===== src/rtl/tdm_demux8.sv =====
// Serial-to-parallel TDM demultiplexer: slot k of each sync-marked frame lands in y[k].
// Presents completed words with a valid pulse, flags mid-frame sync, counts good frames.
module tdm_demux8 #(
    parameter int WIDTH = 8,
    parameter int SEL_W = 3
) (
    input  logic             clk,
    input  logic             rst,
    input  logic             din,
    input  logic             en,
    input  logic             sync,
    output logic [WIDTH-1:0] y,
    output logic             valid,
    output logic [SEL_W-1:0] slot,
    output logic             busy,
    output logic             sync_err,
    output logic [7:0]       frame_cnt
);

    typedef enum logic {IDLE = 1'b0, RECV = 1'b1} state_t;

    localparam logic [SEL_W-1:0] LAST_SLOT = SEL_W'(WIDTH - 1);
    localparam logic [SEL_W-1:0] ONE       = SEL_W'(1);

    state_t           r_state, w_state_nx;
    logic [WIDTH-1:0] r_sh, w_sh_nx;
    logic [WIDTH-1:0] r_y, w_y_nx;
    logic [SEL_W-1:0] r_slot, w_slot_nx;
    logic             r_valid, w_valid_nx;
    logic             r_serr, w_serr_nx;
    logic [7:0]       r_cnt, w_cnt_nx;

    always_ff @(posedge clk) begin
        if (rst) begin
            r_state <= IDLE;
            r_sh    <= '0;
            r_y     <= '0;
            r_slot  <= '0;
            r_valid <= 1'b0;
            r_serr  <= 1'b0;
            r_cnt   <= '0;
        end else begin
            r_state <= w_state_nx;
            r_sh    <= w_sh_nx;
            r_y     <= w_y_nx;
            r_slot  <= w_slot_nx;
            r_valid <= w_valid_nx;
            r_serr  <= w_serr_nx;
            r_cnt   <= w_cnt_nx;
        end
    end

    always_comb begin
        w_state_nx = r_state;
        w_sh_nx    = r_sh;
        w_y_nx     = r_y;
        w_slot_nx  = r_slot;
        w_valid_nx = 1'b0;
        w_serr_nx  = 1'b0;
        w_cnt_nx   = r_cnt;
        case (r_state)
            IDLE: begin
                // Unsynced strobes are dropped; only a sync-marked bit opens a frame.
                if (en && sync) begin
                    w_sh_nx[0] = din;
                    w_slot_nx  = ONE;
                    w_state_nx = RECV;
                end
            end
            RECV: begin
                if (en) begin
                    if (sync) begin
                        // Realign: the sync bit becomes slot 0 of a fresh frame.
                        w_serr_nx  = 1'b1;
                        w_sh_nx[0] = din;
                        w_slot_nx  = ONE;
                    end else if (r_slot == LAST_SLOT) begin
                        w_y_nx     = {din, r_sh[WIDTH-2:0]};
                        w_valid_nx = 1'b1;
                        w_cnt_nx   = r_cnt + 8'd1;
                        w_slot_nx  = '0;
                        w_state_nx = IDLE;
                    end else begin
                        w_sh_nx[r_slot] = din;
                        w_slot_nx       = r_slot + ONE;
                    end
                end
            end
            default: w_state_nx = IDLE;
        endcase
    end

    assign y         = r_y;
    assign valid     = r_valid;
    assign slot      = r_slot;
    assign busy      = (r_state == RECV);
    assign sync_err  = r_serr;
    assign frame_cnt = r_cnt;

endmodule


===== config.mk =====
export PLATFORM = sky130hd
export DESIGN_NAME = tdm_demux8
export DESIGN_NICKNAME = d
export VERILOG_FILES = /design/src/rtl/tdm_demux8.sv
export SDC_FILE = /design/constraint.sdc
export NUM_CORES = 1
export LEC_CHECK = 0
export ABC_CLOCK_PERIOD_IN_PS = 1900
export BUFFER_PORTS_ARGS = -buffer_cell sky130_fd_sc_hd__buf_2
export CAP_MARGIN = 20
export CORE_MARGIN = 8
export CORE_UTILIZATION = 53
export CTS_CLUSTER_SIZE = 10
export DETAILED_ROUTE_END_ITERATION = 10
export PLACE_DENSITY = 0.78
export SETUP_SLACK_MARGIN = 0.2
export SLEW_MARGIN = 20
export SYNTH_ARGS = -nofsm -noshare
export SYNTH_HDL_FRONTEND = slang
export SYNTH_SLANG_ARGS = --single-unit

===== constraint.sdc =====
create_clock -name clk -period 1.9 [get_ports clk]
set_input_delay 0.285 -clock clk [delete_from_list [all_inputs] [get_ports clk]]
set_output_delay 0.285 -clock clk [all_outputs]
set_load 0.01 [all_outputs]

Word level (Yosys, flattened, before mapping)
Index checks and enable logic that the tools add are counted.
W data, S select, Z words.
{"block": "totals", "reg_bits": 30, "in_bits": 5, "out_inout_bits": 22, "elab_cells": 48}
{"block": "op_classes", "addsub": 2, "magnitude_cmp": 2, "n_eq_ne": 4, "muxes": 20, "bitwise": 4, "n_reduce_logical": 8}
{"cell": "$mux W3", "n": 4}
{"cell": "$mux W1", "n": 11}
{"cell": "$add A8 B1 Y8 const B", "n": 1}
{"cell": "$bwmux W8", "n": 1}
{"cell": "$reduce_and A4 Y1", "n": 2}
{"cell": "$pmux W3 S2", "n": 1}
{"cell": "$lt A3 B4 Y1 const B", "n": 1}
{"cell": "$ne A2 B2 Y1 const B", "n": 2}
{"cell": "$not A1 Y1", "n": 4}
{"cell": "$pmux W1 S2", "n": 2}
{"cell": "$reduce_or A4 Y1", "n": 1}
{"cell": "$add A3 B1 Y3 const B", "n": 1}
{"cell": "$demux W1 S3", "n": 1}
{"cell": "$eq A3 B3 Y1 const B", "n": 1}
{"cell": "$ge A3 B1 Y1 const B", "n": 1}
{"cell": "$ne A3 B3 Y1 const B", "n": 1}
{"cell": "$reduce_and A3 Y1", "n": 1}
{"cell": "$reduce_or A3 Y1", "n": 1}
{"cell": "$logic_and A1 B1 Y1", "n": 2}
{"cell": "$reduce_and A2 Y1", "n": 1}

Longest topological paths before layout
Gate-level depths: netlist of run 1.
{"block": "logic_depth", "depth_word": 9, "ltp_mapped": 6}

Least setup slack after synthesis of run 1
No wires, ideal clock.
{"block": "synth_timing", "path_type": "register to register", "start": "register r_slot[0] (netlist: slot[0])", "end": "register r_cnt[7] (netlist: frame_cnt[7])", "t_arrival_ns": 1.626, "t_required_ns": 1.777, "setup_slack_ns": 0.151, "path_stages_with_launch": 6, "period_less_slack_ns": 1.749, "path_cell_list": "dfxtp_1 ha_1 ha_1 nand4b_4 nor4_2 mux2_1"}
{"block": "synth_via", "elab_chain_len": 2}
{"item": "start: declaration", "line_no": "28", "rtl": "logic [SEL_W-1:0] r_slot, w_slot_nx;"}
{"item": "start signal: assignment", "line_no": "46", "rtl": "r_slot <= w_slot_nx;"}
{"item": "$eq A3 B3 Y1", "line_no": "77", "rtl": "end else if (r_slot == LAST_SLOT) begin"}
{"item": "$reduce_and A4 Y1 (no source line)"}
{"item": "end signal: assignment", "line_no": "49", "rtl": "r_cnt <= w_cnt_nx;"}
{"item": "end: declaration", "line_no": "31", "rtl": "logic [7:0] r_cnt, w_cnt_nx;"}
Every way passes these cells.
A chain may end at the register's enable or synchronous reset.

Final worst setup path of run 1
{"block": "layout_timing", "start": "register r_slot[0] (netlist: slot[0])", "end": "register r_cnt[3] (netlist: frame_cnt[3])"}
The elaborated chain is that of the path after synthesis.

==> key figures, run 1 <==
Timing
  • Slew Viols, Final: 0
  • RSZ-0062 raised after global routing: yes
  • Clock skew: 6.38 ps
  • Setup TNS: 0 ps
  • # setup viols final: 0
  • Minimum clock period: 1660 ps
  • Max-slew headroom: 0.758
  • Part of the cycle the worst path needs: 0.875
  • Fmax: ~600 MHz
  • Final-report hold violation count: 0
  • Fin worst setup slack: approximately 240 ps
  • Tightest Pin Transition: 363 ps

Place
  • Place WS: 132 ps
  • Port bufs: 26
  • Final HPWL DP: 2020 um
  • GP Congestion: 0.774

Global routing
  • Global-route wire length before repair: approximately 4700 um
  • Vias in the first global route: between 1000 and 1500
  • Congestion Overflow GR: 0
  • Largest net degree at the start of global routing: 21
  • Met2 Track Usage GR: 0.248
  • Total global-route track usage: 0.137
  • Antenna violations before repair: 0
  • Met1 GRT Util: 0.134
  • Busiest grt layer: met2
  • GRT met3 Usage: 0.0680

Yosys
  • Post-synthesis sequential area ratio: 0.449
  • Largest cells by area after synthesis: dfxtp_1 (45%), nand2_1 (6.7%), mux2i_1 (5.4%)
  • Avg Inst Size Synth: 8.91 um2
  • Synth Warn #: 0
  • Mapped Area: 1290 um2
  • Number of library cell types mapped by synthesis: 30
  • Synth Register Bits: 29
  • Gate Count Post-Synth: 145
  • Synth area leader: dfxtp_1
  • Post-synthesis net count: 154
  • Top cell type's share of synthesized area: 0.449

Clock network
  • CTS tree: yes
  • H-tree levels: 2
  • Hold_buf cts: 0
  • Clock transition at the registers of the reported paths: 80 ps
  • Worst-Skew Late Latency: between 300 and 400 ps
  • CTS buffer count: 5
  • Clock root cell: clkbuf_4
  • Clock tree sinks: 29
  • Clock Path Buffers: 2

Pwr
  • Cell Pwr Density: roughly 680 nW/um2
  • Tot Pwr: slightly above 0.001 W
  • Switching power: 0.000227 W
  • Static Leak: approximately 0.70 nW
  • Pint: 0.000807 W
  • VDD IR-drop max: 497 uV
  • Comb pwr share: 0.052
  • Clock power frac: 0.349
  • Seq pwr share: 0.599
  • Switching fraction of total power: 0.220

Setup path
  • Worst path arrival time: between 1500 and 2000 ps
  • Delay of the slowest critical-path stage: just under 400 ps
  • Reg2reg path depth: 6
  • Crit-path slowest cell: dfxtp_4
  • Cell depth of the worst setup path: 6
  • Worst R2R Start: slot[0]
  • Worst setup SP type: flip-flop
  • Critical Path RT: ~2200 ps
  • Buf+Inv Stages, Crit Path: 1
  • CP max FO: 8
  • Cells along the critical path: ha_2, ha_4, nand4b_4, buf_4, or3_1, a21oi_1
  • Critical path launch point: slot[0]
  • Crit. End Element: flip-flop
  • Critical path class: reg -> reg
  • Cell family with most CP delay: simple AND/OR/NAND/NOR gates

Run
  • Maxcap violations: 0

Worst hold path
  • Hold Path Stages: 3
  • Hold Crit Class: in -> reg
  • Hold path start: din

Finish
  • Area grow syn2layout: 18.1%
  • # diodes: 0
  • Layout Nets: roughly 180
  • Fraction of layout cells with a size suffix above 1: 0.237

Die
  • Chip width: 65.4 um
  • Initial Utilization: 0.541
  • I/O Pins: 27
  • Rows: 18
  • Height of the chip: between 60 and 70 um
  • Total die area: 4270 um2
  • Core Area: 2390 um2

Run status
  • Outcome: finished clean

Detailed routing
  • Post-route antenna net violation count: 0
  • WL/cell: roughly 14 um
  • Routed wire length: 2790 um
  • Pre-antenna DRT Iters: 4
  • DRC violations left: 0
  • Vias/cell: 5.38
  • Detailed-route via count: 1093
  • DR iter-0 viols: 49
[final cells by class]
| cell class | instances | area [um2] |
|---|---|---|
| Clock buffer | 7 | 55.1 |
| Fill cell | 215 | 861 |
| Inverter | 3 | 11.3 |
| Multi-Input combinational cell | 105 | 678 |
| Sequential cell | 29 | 588 |
| Tap cell | 30 | 37.5 |
| Timing Repair Buffer | 29 | 156 |
[worst register-to-register path, cell delays in order (launching register included)]
cell and delay [ps]:
dfxtp_4 390, ha_2 210, ha_4 160, nand4b_4 170, buf_4 190, or3_1 340
a21oi_1 140
[synth_stat cells]
library cell  instances
nor4_2                1
inv_1                 3
nand4_1               1
nor3b_1               2
dfxtp_1              29
o21ai_0               5
or3_1                 3
nor2_1               10
a32oi_1               2
and3b_1               1
nand2b_1              8
and2_1                1
nand3_1               8
buf_6                 1
ha_1                  4
nor4_1                1
and4b_1               1
nand4b_4              1
nand2_1              23
buf_4                 1
clkbuf_1              2
and4bb_1              1
a22oi_1               2
buf_2                 4
mux2_1                3
a21oi_1              13
xnor2_1               1
mux2i_1               7
nor3_1                2
nor2b_1               4
[flip-flops by register name (all words and copies together) (netlist names)]
register and count:
frame_cnt 8, valid 1, slot 3, sync_err 1, y 8, r_sh 7, busy 1
[through the flow]
stage	utilization	hold WS, ps	instances	area (um2)
final	0.639	226	203	1530
after CTS	0.629	218	202	1500
after detailed placement	0.600	445	195	1430
after floorplan	-	421	145	1290
after global routing	0.639	243	203	1530
after global placement	0.600	441	195	1430
[what timing repair did]
| item | 4_1_cts | 5_1_grt |
|---|---|---|
| gates cloned | 0 | 0 |
| setup endpoints to repair | 4 | 4 |
| pin swaps | 0 | 1 |
| buffers inserted | 0 | 1 |
| gates resized for setup | 3 | 4 |
[cell usage in the layout, fill, tap and decap left out, types with 3 or more instances in the layout]
cell type	count
nor2b_1	4
nand2_1	23
buf_2	26
clkbuf_4	5
nand2b_1	8
dfxtp_1	27
nand3_1	8
nor2_1	10
o21ai_0	5
a21oi_1	13
mux2i_1	7
inv_1	3
or3_1	3
mux2_1	3
[final timing paths]
check	to	slack, ps
max	frame_cnt[3]	240
min	y[7]	230
min reg2reg	y[5]	450
max reg2reg	frame_cnt[3]	240
[power groups by stage]
stage	registers [W]	clock network (W)	logic, W
4_1_cts	0.000620	0.000372	0.0000539
6_report	0.000620	0.000360	0.0000539
2_1_floorplan	0.000633	0	0.0000398
3_5_place_dp	0.000636	0	0.0000533
3_3_place_gp	0.000634	0	0.0000507
5_1_grt	0.000621	0.000407	0.0000595
[kinds of logic (layout without fill, tap and decap cells)]
| family | after synthesis | count (layout) | synth area share |
|---|---|---|---|
| buffers and inverters | 11 | 39 | 0.0445 |
| AOI/OAI and AO/OA | 22 | 22 | 0.0949 |
| muxes | 10 | 10 | 0.0803 |
| DFF | 29 | 29 | 0.449 |
| xor gates and xnor gates | 1 | 1 | 0.00678 |
| and+or+nand+nor | 68 | 68 | 0.286 |
| adders and majority gates | 4 | 4 | 0.0387 |
[per-layer routing]
metal  wire [um]  share of wire
met3         198          0.071
met4          19         0.0068
met1        1110           0.40
met5           0              0
met2        1460           0.52
Power figures use the tool's default switching activity.
==> run 2, diff against run 1 <==
- CORE_ASPECT_RATIO: unset -> 0.75
==> key figures, run 2 (same netlist as run 1, synthesis figures left out) <==
Setup path
  • Crit. End Element: flip-flop
  • Most used cell, CP: ha_4
  • Worst setup SP type: flip-flop
  • Worst reg2reg endpoint: frame_cnt[6]
  • CP max FO: 6 (-2)
  • Critical Path RT: 2110 ps (-40 ps)
  • Buf+Inv Stages, Crit Path: 0 (-1)
  • Delay of the slowest critical-path stage: 390 ps (about the same)
  • Critical path class: reg -> reg
  • Reg2reg path depth: 5 (-1)
  • R2R setup slack: 310 ps (+70 ps)
  • Worst R2R Start: slot[0]
  • Crit-path slowest cell: dfxtp_4
  • Cells along the critical path: ha_4, ha_4, nand4b_4, nor3_1, mux2_1
  • Worst path arrival time: 1810 ps (-100 ps)
  • Cell family with most CP delay: simple AND/OR/NAND/NOR gates

Pwr
  • Cell Pwr Density: 705 nW/um2 (+4.2%)
  • Static Leak: 0.701 nW (+0.14%)
  • Tot Pwr: 0.00110 W (+6.5%)
  • VDD IR-drop max: 445 uV (-10%)

Die
  • I/O Pins: 27 (unchanged)
  • Height of the chip: 58.8 um (-10%)
  • Core Area: 2310 um2 (-3.3%)
  • Rows: 15 (-3)
  • Total die area: 4290 um2 (+0.39%)
  • Initial Utilization: 0.560 (+0.0185)
  • Chip width: 73.0 um (+12%)

Timing
  • Max-slew headroom: 0.743 (-0.0148)
  • Final-report hold violation count: 0 (unchanged)
  • Tightest Pin Transition: 386 ps (+22.2 ps)
  • Fmax: 629 MHz (+4.5%)
  • Setup TNS: 0 ps (unchanged)
  • Clock skew: 7.48 ps (+1.10 ps)
  • Minimum clock period: 1590 ps (-70.9 ps)
  • Slew Viols, Final: 0 (unchanged)
  • RSZ-0062 raised after global routing: no
  • # setup viols final: 0 (unchanged)
  • Part of the cycle the worst path needs: 0.837 (-0.0373)
  • Fin worst setup slack: 309 ps (+70.9 ps)

Run status
  • Outcome: finished clean

Global routing
  • Total global-route track usage: 0.152 (+0.0147)
  • GRT met3 Usage: 0.0576 (-0.0104)
  • Met2 Track Usage GR: 0.254 (+0.00567)
  • Antenna violations before repair: 0 (unchanged)
  • Vias in the first global route: 1105 (-0.36%)
  • Busiest grt layer: met2
  • Global-route wire length before repair: 5060 um (+8.9%)
  • Largest net degree at the start of global routing: 20 (-4.8%)
  • Congestion Overflow GR: 0 (unchanged)
  • Met1 GRT Util: 0.169 (+0.0346)

Clock network
  • CTS tree: yes
  • Clock transition at the registers of the reported paths: 90 ps (about the same)
  • Worst-Skew Late Latency: 330 ps (+20 ps)
  • CTS buffer count: 5 (unchanged)
  • Hold_buf cts: 0 (unchanged)
  • Clock Path Buffers: 2 (unchanged)
  • H-tree levels: 2 (unchanged)
  • Clock tree sinks: 29 (unchanged)
  • Clock root cell: clkbuf_4

Finish
  • Fillers: 198 (-7.9%)
  • Most frequent cells in the layout: dfxtp_1 (26), buf_2 (26), nand2_1 (23), a21oi_1 (13), nor2_1 (10)
  • # diodes: 0 (unchanged)
  • Layout Nets: 183 (+0.55%)
  • Final cell count without fillers: 209 (+3.0%)
  • Fraction of layout cells with a size suffix above 1: 0.257 (+0.0201)
  • Area grow syn2layout: 20.7%
  • Post-layout util: 0.676 (+0.0365)

Worst hold path
  • Hold Crit Class: in -> reg
  • End of the worst hold path: y[7]
  • Hold Path Stages: 3 (unchanged)
  • Hold path start: din

Place
  • Final HPWL DP: 2160 um (+7.0%)
  • Port bufs: 26 (unchanged)
  • Place WS: 113 ps (-19.6 ps)
  • Placed cells: 199 (+2.1%)
  • GP Congestion: 0.879 (+14%)

Run
  • Maxcap violations: 0 (unchanged)

Detailed routing
  • Pre-antenna DRT Iters: 4 (unchanged)
  • Routed wire length: 2970 um (+6.5%)
  • Post-route antenna net violation count: 0 (unchanged)
  • Vias/cell: 5.24 (-2.6%)
  • Detailed-route via count: 1096 (+0.27%)
  • DR iter-0 viols: 40 (-18%)
  • DRC violations left: 0 (unchanged)
  • WL/cell: 14.2 um (+3.4%)
run 2: metrics by stage:
step           hold slack [ps]  cell area [um2]
2_1_floorplan              421             1290
6_report                   219             1560
5_1_grt                    239             1560
3_5_place_dp               446             1440
3_3_place_gp               444             1440
4_1_cts                    209             1520
run 2: repair_timing:
action | 4_1_cts | 5_1_grt
resized for setup | 4 | 5
buffers inserted | 0 | 2
endpoints found under the setup margin | 5 | 5
run 2: worst max path at each step:
stage | slack (ps) | startpoint | endpoint | cells past startpoint
after floorplan | 240 | slot[0] | frame_cnt[7] | 5
after global placement | 210 | slot[0] | frame_cnt[3] | 6
after detailed placement | 110 | slot[0] | frame_cnt[3] | 6
after CTS | 200 | slot[1] | frame_cnt[3] | 6
after global routing | 230 | slot[1] | frame_cnt[3] | 6
final | 310 | slot[0] | frame_cnt[6] | 5
run 2: worst min-delay path: cells and delay by family:
kind | cells | cell delay, ps
buffers and inverters | 1 | 110
AND/OR/NAND/NOR | 1 | 50
AO/OA/AOI/OAI | 1 | 50
run 2: power by group:
| group | total (W) | switching [W] | internal (W) |
|---|---|---|---|
| Sequential | 0.000620 | 0.00000846 | 0.000611 |
| Combinational | 0.0000575 | 0.0000340 | 0.0000235 |
| Clock | 0.000424 | 0.000209 | 0.000214 |
run 2: layout make-up:
cell class	instances	area (um2)	area share
Multi-Input combinational cell	105	679	0.435
Sequential cell	29	589	0.378
Timing Repair Buffer	30	168	0.107
Clock buffer	7	65.1	0.0417
Tap cell	34	42.5	0.0273
Inverter	3	11.3	0.00722
Clock inverter	1	5.00	0.00321
run 2: routing by layer:
| layer | up-vias | routed length, um |
|---|---|---|
| li1 | 558 | - |
| met1 | 513 | 1330 |
| met2 | 19 | 1480 |
| met3 | 6 | 121 |
| met4 | 0 | 41 |
| met5 | - | 0 |
==> run 3, diff against run 2 <==
- ABC_CLOCK_PERIOD_IN_PS: 1900 -> 1650
- clock period: 1.9 -> 1.65 ns (I/O delays scaled with it)
==> key figures, run 3 (same netlist as run 1, synthesis figures left out) <==
Run status
  • Outcome: finished clean

Worst hold path
  • Hold Crit Class: in -> reg

Global routing
  • Vias in the first global route: 1057 (-4.3%)
  • Global-route wire length before repair: 4730 um (-6.7%)
  • Largest net degree at the start of global routing: 20 (unchanged)
  • Antenna violations before repair: 0 (unchanged)
  • Congestion Overflow GR: 0 (unchanged)
  • Total global-route track usage: 0.140 (-0.0124)

Finish
  • Layout Nets: 186 (+1.6%)
  • Fillers: 205 (+3.5%)
  • # diodes: 0 (unchanged)
  • Most frequent cells in the layout: dfxtp_1 (26), buf_2 (26), nand2_1 (23), a21oi_1 (11), nor2_1 (10)
  • Fraction of layout cells with a size suffix above 1: 0.292 (+0.0350)
  • Final instance area: 1580 um2 (+1.4%)
  • Area grow syn2layout: 22.4%

Die
  • Height of the chip: 58.8 um (unchanged)
  • Rows: 15 (unchanged)
  • Core Area: 2310 um2 (unchanged)
  • Chip width: 73.0 um (unchanged)
  • I/O Pins: 27 (unchanged)
  • Initial Utilization: 0.560 (unchanged)
  • Total die area: 4290 um2 (unchanged)

Run
  • Maxcap violations: 0 (unchanged)

Clock network
  • H-tree levels: 2 (unchanged)
  • Clock transition at the registers of the reported paths: 90 ps (about the same)
  • Clock Path Buffers: 2 (unchanged)
  • CTS tree: yes
  • Worst-Skew Late Latency: 330 ps (about the same)
  • Clock tree sinks: 29 (unchanged)
  • CTS buffer count: 5 (unchanged)
  • Clock root cell: clkbuf_4

Pwr
  • Static Leak: 0.691 nW (-1.4%)
  • VDD IR-drop max: 451 uV (+1.3%)
  • Cell Pwr Density: 756 nW/um2 (+7.2%)

Detailed routing
  • Detailed-route via count: 1149 (+4.8%)
  • Post-route antenna net violation count: 0 (unchanged)
  • Routed wire length: 3060 um (+3.2%)
  • WL/cell: 14.4 um (+1.7%)
  • DR iter-0 viols: 45 (+13%)
  • Pre-antenna DRT Iters: 4 (unchanged)
  • Vias/cell: 5.42 (+3.4%)
  • DRC violations left: 0 (unchanged)

Setup path
  • Worst setup SP type: flip-flop
  • Cells along the critical path: ha_4, ha_4, nand4b_4, nor4_2, mux2_1
  • Critical Path RT: 1870 ps (-240 ps)
  • Buf+Inv Stages, Crit Path: 0 (unchanged)
  • Critical path class: reg -> reg
  • Delay of the slowest critical-path stage: 370 ps (-20 ps)
  • Crit. End Element: flip-flop
  • CP max FO: 4 (-2)
  • Worst path arrival time: 1740 ps (-70 ps)
  • Crit-path slowest cell: dfxtp_4
  • Most used cell, CP: ha_4
  • Cell family with most CP delay: simple AND/OR/NAND/NOR gates

Timing
  • Setup TNS: 0 ps (unchanged)
  • Fmax: 657 MHz (+4.5%)
  • Slew Viols, Final: 0 (unchanged)
  • Max-slew headroom: 0.737 (-0.00621)
  • Clock skew: 7.63 ps (+0.150 ps)
  • Final-report hold violation count: 0 (unchanged)
  • RSZ-0062 raised after global routing: yes
  • Minimum clock period: 1520 ps (-68.0 ps)
  • Part of the cycle the worst path needs: 0.923 (+0.0857)
  • # setup viols final: 0 (unchanged)
  • Tightest Pin Transition: 395 ps (+9.31 ps)

Place
  • Port bufs: 26 (unchanged)
  • GP Congestion: 0.835 (-5.1%)
  • Final HPWL DP: 2060 um (-4.8%)
  • Placed instance area: 1470 um2 (+2.2%)
==> run 3: cell count changes in the layout (fill, tap and decap cells not counted) <==
cell      change
and4bb_2      +1
or3_1         -2
clkbuf_1      +1
a21oi_2       +2
and4bb_1      -1
clkinv_2      +1
a21oi_1       -2
buf_4         +3
clkbuf_8      -2
or3_4         +2
==> run 3: cell type report <==
type	count	area, um2	share of cell area
Clock buffer	6	41.3	0.0261
Clock inverter	2	10.0	0.00633
Inverter	3	11.3	0.00712
Multi-Input combinational cell	105	697	0.441
Sequential cell	29	589	0.373
Tap cell	34	42.5	0.0269
Timing Repair Buffer	33	190	0.120
==> run 3: path summary, 6_finish.rpt <==
path	to	cells past startpoint	startpoint	slack (ps)
max	frame_cnt[7]	5	slot[0]	130
min reg2reg	y[6]	2	r_sh[6]	460
max reg2reg	frame_cnt[7]	5	slot[0]	130
min	y[7]	3	din	180
==> run 3: worst min-delay path: cells and delay by family <==
kind / cells / cell delay (ps)
AO/OA/AOI/OAI: 1 / 50
AND/OR/NAND/NOR: 1 / 60
buffers and inverters: 1 / 110
==> run 3: stage by stage <==
step	std cells	util	total power [W]	hold WS [ps]	setup slack, ps
final	212	0.685	0.00120	177	127
after global routing	212	0.685	0.00124	178	71.2
after CTS	209	0.666	0.00120	167	124
after detailed placement	199	0.636	0.000791	447	69.6
after global placement	199	0.636	0.000789	442	128
after floorplan	145	-	0.000774	383	119
==> run 3: where the power goes <==
part	internal, W	switching [W]
Clock	0.000162	0.000253
Sequential	0.000704	0.00000727
Combinational	0.0000281	0.0000417
Total	0.000894	0.000302
==> run 3: metal layers <==
| layer | GRT usage | part of all wire | vias to the layer above |
|---|---|---|---|
| li1 | - | - | 563 |
| met1 | 0.162 | 0.44 | 545 |
| met2 | 0.219 | 0.48 | 33 |
| met3 | 0.0593 | 0.059 | 8 |
| met4 | 0.0625 | 0.022 | 0 |
| met5 | 0 | 0 | - |
==> run 3: what timing repair did <==
action / in CTS / in global routing
pin swaps: 2 / 3
buffers inserted: 2 / 3
setup endpoints to repair: 10 / 16
hold buffers: 0 / 0
gates resized for setup: 1 / 6
